File: src/rtl/umni_pkg.sv
// Shared types and defaults for the humidity accumulator.
package umni_pkg;

    localparam int unsigned DEF_DATA_W  = 7;
    localparam int unsigned DEF_MAX_VAL = 100;

    typedef enum logic [1:0] {
        IDLE,
        ACCUM,
        DIV,
        DONE
    } state_t;

endpackage

File: src/rtl/somador_param.sv
// Parametrised ripple-carry adder: sum = a + b + cin, with carry-out.
module somador_param #(
    parameter int unsigned W = 8
) (
    input  logic [W-1:0] a,
    input  logic [W-1:0] b,
    input  logic         cin,
    output logic [W-1:0] sum,
    output logic         cout
);

    logic carry;

    // Bit-serial carry chain, LSB to MSB.
    always_comb begin
        carry = cin;
        sum   = '0;
        for (int i = 0; i < W; i++) begin
            sum[i] = a[i] ^ b[i] ^ carry;
            carry  = (a[i] & b[i]) | (carry & (a[i] ^ b[i]));
        end
        cout = carry;
    end

endmodule

File: src/rtl/acumulador_umidade.sv
// Sequential humidity accumulator: sums N_CH saturated readings one per cycle,
// then derives the floor average with a restoring divider sharing one adder.
module acumulador_umidade
    import umni_pkg::*;
#(
    parameter int unsigned N_CH    = 4,
    parameter int unsigned DATA_W  = DEF_DATA_W,
    parameter int unsigned MAX_VAL = DEF_MAX_VAL,
    localparam int unsigned SUM_W  = DATA_W + $clog2(N_CH) + 1
) (
    input  logic                   clock,
    input  logic                   reset,
    input  logic                   start,
    input  logic [N_CH*DATA_W-1:0] sensor_data,
    output logic                   busy,
    output logic                   done,
    output logic [SUM_W-1:0]       soma,
    output logic [DATA_W-1:0]      media,
    output logic                   erro_faixa
);

    localparam int unsigned IDX_W = (N_CH > 1) ? $clog2(N_CH) : 1;
    localparam int unsigned CNT_W = $clog2(SUM_W);

    localparam logic [DATA_W-1:0] MAX_W    = DATA_W'(MAX_VAL);
    localparam logic [SUM_W-1:0]  DIVISOR  = SUM_W'(N_CH);
    localparam logic [IDX_W-1:0]  IDX_LAST = IDX_W'(N_CH - 1);
    localparam logic [CNT_W-1:0]  CNT_LAST = CNT_W'(SUM_W - 1);

    state_t                   state_q;
    logic [N_CH*DATA_W-1:0]   cap_q;   // shifts right so channel idx sits at the bottom
    logic [SUM_W-1:0]         acc_q;
    logic [IDX_W-1:0]         idx_q;
    logic [CNT_W-1:0]         cnt_q;
    logic [SUM_W-1:0]         div_q;   // dividend, consumed MSB first
    logic [SUM_W-1:0]         rem_q;
    logic [DATA_W-1:0]        quo_q;

    logic [DATA_W-1:0]        ch_raw;
    logic [DATA_W-1:0]        ch_sat;
    logic                     ch_over;
    logic [SUM_W-1:0]         rem_shift;
    logic [SUM_W-1:0]         rem_next;
    logic [DATA_W-1:0]        quo_next;
    logic [SUM_W-1:0]         add_a;
    logic [SUM_W-1:0]         add_b;
    logic                     add_cin;
    logic [SUM_W-1:0]         add_sum;
    logic                     add_cout;

    // Shifted-out MSBs are always zero: remainder < N_CH and quotient fits DATA_W.
    logic unused_msbs;
    assign unused_msbs = ^{rem_q[SUM_W-1], quo_q[DATA_W-1]};

    // Saturation, divider step and shared-adder operand selection.
    always_comb begin
        ch_raw    = cap_q[DATA_W-1:0];
        ch_over   = ch_raw > MAX_W;
        ch_sat    = ch_over ? MAX_W : ch_raw;
        rem_shift = {rem_q[SUM_W-2:0], div_q[SUM_W-1]};

        add_a   = acc_q;
        add_b   = {{(SUM_W - DATA_W){1'b0}}, ch_sat};
        add_cin = 1'b0;
        if (state_q == DIV) begin
            // Trial subtraction rem_shift - N_CH; carry-out means no borrow.
            add_a   = rem_shift;
            add_b   = ~DIVISOR;
            add_cin = 1'b1;
        end

        rem_next = add_cout ? add_sum : rem_shift;
        quo_next = {quo_q[DATA_W-2:0], add_cout};
    end

    somador_param #(
        .W (SUM_W)
    ) u_somador (
        .a    (add_a),
        .b    (add_b),
        .cin  (add_cin),
        .sum  (add_sum),
        .cout (add_cout)
    );

    // Control FSM with registered outputs.
    always_ff @(posedge clock) begin
        if (reset) begin
            state_q    <= IDLE;
            cap_q      <= '0;
            acc_q      <= '0;
            idx_q      <= '0;
            cnt_q      <= '0;
            div_q      <= '0;
            rem_q      <= '0;
            quo_q      <= '0;
            busy       <= 1'b0;
            done       <= 1'b0;
            soma       <= '0;
            media      <= '0;
            erro_faixa <= 1'b0;
        end else begin
            case (state_q)
                IDLE: begin
                    done <= 1'b0;
                    if (start) begin
                        cap_q      <= sensor_data;
                        acc_q      <= '0;
                        idx_q      <= '0;
                        erro_faixa <= 1'b0;
                        busy       <= 1'b1;
                        state_q    <= ACCUM;
                    end
                end
                ACCUM: begin
                    acc_q      <= add_sum;
                    erro_faixa <= erro_faixa | ch_over;
                    cap_q      <= cap_q >> DATA_W;
                    idx_q      <= idx_q + 1'b1;
                    if (idx_q == IDX_LAST) begin
                        div_q   <= add_sum;
                        rem_q   <= '0;
                        quo_q   <= '0;
                        cnt_q   <= '0;
                        state_q <= DIV;
                    end
                end
                DIV: begin
                    rem_q <= rem_next;
                    quo_q <= quo_next;
                    div_q <= div_q << 1;
                    cnt_q <= cnt_q + 1'b1;
                    if (cnt_q == CNT_LAST) begin
                        soma    <= acc_q;
                        media   <= quo_next;
                        done    <= 1'b1;
                        busy    <= 1'b0;
                        state_q <= DONE;
                    end
                end
                DONE: begin
                    done    <= 1'b0;
                    state_q <= IDLE;
                end
                default: state_q <= IDLE;
            endcase
        end
    end

endmodule
File: config.mk
export PLATFORM = sky130hd
export DESIGN_NAME = acumulador_umidade
export DESIGN_NICKNAME = d
export VERILOG_FILES = /design/src/rtl/umni_pkg.sv /design/src/rtl/somador_param.sv /design/src/rtl/acumulador_umidade.sv
export SDC_FILE = /design/constraint.sdc
export NUM_CORES = 1
export LEC_CHECK = 0
export ABC_AREA = 1
export CAP_MARGIN = 10
export CELL_PAD_IN_SITES_DETAIL_PLACEMENT = 1
export CELL_PAD_IN_SITES_GLOBAL_PLACEMENT = 2
export CORE_ASPECT_RATIO = 0.9
export CORE_MARGIN = 2
export CORE_UTILIZATION = 30
export CTS_CLUSTER_DIAMETER = 30
export DETAILED_ROUTE_END_ITERATION = 12
export GPL_ROUTABILITY_DRIVEN = 1
export PLACE_DENSITY_LB_ADDON = 0.1
export SYNTH_ARGS = -nofsm -noshare
export SYNTH_HDL_FRONTEND = slang
export SYNTH_SLANG_ARGS = --single-unit
File: constraint.sdc
create_clock -name clock -period 5.5 [get_ports clock]
set_clock_uncertainty 0.05 [all_clocks]
set_input_delay 1.65 -clock clock [delete_from_list [all_inputs] [get_ports clock]]
set_output_delay 1.65 -clock clock [all_outputs]
set_load 0.05 [all_outputs]
==> reports/metrics.cfg <==
[run_status]
status=finished clean

[setup_path]
crit_type=reg -> reg
critPathTopFamily=adder cells
crit_buf_inv=7
worstPathRequired_ps=5680
max_stage_delay_ps=400
critPathMaxFanout=12
crit_top_cell=nand2_1
slowest_stage=fa_1
cp.arrival_ps=5280
end_kind=flop
critPathLaunchType=flop

[timing]
fin_crit_ps=5090
hold_violations=0
tightest_slew_ps=1050
max_freq_ghz=0.196
setup_tns_ps=0
setup_violations=0
setup_slack_ps=408
min_period_over_period_pct=92.6
drv_slew=0
worst_slew_margin_rel_pct=29.9
rsz0062_at_grt=false

[run]
maxCapViolCount=0

[pwr]
pwr_density_cell_nw_per_um2=471
combinationalPowerShare_pct=40.2
seq_power_share_pct=34.5
p_sw_share_pct=41.6
p_switching_uw=1030
power_leakage_uw=0.00216
clkPwrFrac_pct=25.3
p_int_uw=1440
ir_worst_vdd_mv=0.188

[floorplan]
initial_core_util_pct=30.4
coreArea_um2=14600
dieHeight_um=119
io-pin-count=51
row_count=42
die_area_um2=15700
dieWidth_um=132

[logic_synthesis]
synth_nets=635
synthTopCellsByCount=187 x nand2_1, 91 x dfxtp_1, 68 x a21oi_1, 63 x nand3_1, 35 x inv_1
yosysMostFrequentCell=nand2_1
synth_xor_area_share_pct=0
synth_top_family_by_area=simple AND/OR/NAND/NOR gates
syn_inst=586
synth_area_um2=4420
synth.distinct_cells=28
synth_adder_area_share_pct=6.11
yosys_warnings=0
synth-compound-area-share_pct=16.2
muxShareOfSynthArea_pct=0
synth_edf_count=0
async_flop_share_pct=0
seq_area_frac_synth_pct=41.2
synth-main-ff-cell=dfxtp_1
synth.area.top_cells=dfxtp_1 41%, nand2_1 16%, a21oi_1 7.7%
ys_ff_latch=91
synth_area_leader_cell=dfxtp_1
synth_top_area_share_pct=41.2
yosys.area_share.simple_pct=27.1
postSynthAreaPerCell_um2=7.55

[global_routing]
antenna_found_initial=0
grt_overflow=0
grt_util_all_layers_pct=16.9
grt_pass1_vias=3930
grt_max_degree=52
grt_pass1_wl_um=21000

[placed_design]
port_buffers=50
dp_slack_ps=222
place_hpwl_um=8810
gp_congestion=0.767

[clock_network]
clkLatencyLatePin_ps=350
cts.sinks=91
htreeDepth=3
cts_buffers=9
root_buffer=clkbuf_16
cts_buffer_depth=2
cts_tree=done
cts.clk_slew.worst_paths_ps=70

[finish]
syn_to_final_growth_pct=18.7
seq_area_um2=1820
final_util_pct=36.1
nNetsFinal=662
multiInputGateArea_um2=2190
nFillCells=1781
num_antenna_cells=0
drive_gt1_share_pct=6.80

[worst_hold_path]
min_path_type=reg -> reg

[drt]
wl_per_cell_um=15.4
num_vias=3895
drt_iter0_drc=164
wl_um=12600
dr.pass1.iters=7
ant_nets=0
vias_per_cell=4.77
drcViolationCount=0

==> logic make-up (layout without fill, tap and decap cells) <==
group / count (synthesis) / in the layout
AOI/OAI and AO/OA: 120 / 120
buffers and inverters: 79 / 111
DFF: 91 / 91
and+or+nand+nor: 278 / 278
adders and majority gates: 18 / 18
==> final timing paths <==
check             slack, ps          to  depth (start not counted)       start
setup / recovery        410    rem_q[7]                         28  state_q[0]
hold / removal          400  erro_faixa                          2  erro_faixa
setup reg to reg        410    rem_q[7]                         28  state_q[0]
hold reg to reg         400  erro_faixa                          2  erro_faixa
==> area by class of cell <==
cell class / instances / share of cell area [%]
Inverter: 41 / 3.15
Timing Repair Buffer: 54 / 10.0
Clock inverter: 6 / 1.26
Sequential cell: 91 / 34.7
Clock buffer: 10 / 4.36
Multi-Input combinational cell: 416 / 41.8
Tap cell: 198 / 4.72
==> layer usage <==
layer	GRT usage, %	wire length [um]	vias to the layer above	share of wire [%]
met5	0	0	-	0
met3	3.32	277	14	2.2
met1	23.5	6500	1869	52
met2	26.6	5690	42	45
met4	4.82	144	0	1.1
li1	-	-	1970	-
==> tightest hold or removal path, stage by stage, from the launching register on <==
cell,delay (ps)
dfxtp_1,310
inv_1,50
a21oi_1,50
==> what timing repair did <==
action	in CTS	in global routing
hold buffers	0	0
endpoints found under the setup margin	0	9
hold endpoints to repair	0	0
setup buffers	0	0
resized for setup	0	3
==> stage by stage <==
stage | power [uW] | instance area (um2) | std cells | hold slack (ps)
2_1_floorplan | 1640 | 4420 | 586 | 385
3_3_place_gp | 1870 | 4940 | 800 | 394
6_report | 2470 | 5250 | 816 | 399
4_1_cts | 2520 | 5240 | 816 | 405
5_1_grt | 2680 | 5250 | 816 | 419
3_5_place_dp | 1880 | 4940 | 800 | 395
==> power by group through the flow <==
| stage | Clock (uW) | Combinational [uW] | Sequential, uW |
|---|---|---|---|
| detailed placement | 0 | 1010 | 868 |
| global route | 674 | 1140 | 871 |
| floorplan | 0 | 775 | 861 |
| CTS | 645 | 1020 | 855 |
| global placement | 0 | 1010 | 866 |
| finish | 626 | 994 | 854 |
==> sequential cells by signal, indices dropped and copies added, names as in the netlist, 2 cells and up <==
name	cells
cnt_q	4
rem_q	9
state_q	2
media	7
cap_q	28
acc_q	10
idx_q	2
div_q	10
quo_q	6
soma	10
==> cell usage in the layout (no fill, tap or decap) <==
| cell type | n |
|---|---|
| o21ai_1 | 2 |
| nand2_4 | 5 |
| o21ai_0 | 24 |
| clkinvlp_4 | 4 |
| clkinv_4 | 2 |
| clkinv_2 | 1 |
| nand4_1 | 1 |
| nand3_1 | 63 |
| nand3_2 | 1 |
| dfxtp_1 | 91 |
| o21bai_1 | 1 |
| buf_4 | 4 |
| o211a_1 | 20 |
| nand2_8 | 1 |
| fa_1 | 6 |
| clkbuf_16 | 9 |
| bufinv_16 | 1 |
| clkbuf_1 | 1 |
| nand2_2 | 3 |
| or2_2 | 2 |
| nor2_4 | 1 |
| a21oi_1 | 68 |
| buf_2 | 1 |
| inv_1 | 33 |
| ha_2 | 1 |
| nor2_1 | 14 |
| clkdlybuf4s50_1 | 49 |
| inv_2 | 5 |
| o21a_1 | 5 |
| ha_1 | 11 |
| inv_4 | 1 |
| nand2_1 | 187 |
Note: power is estimated with default switching activity, not from simulation.
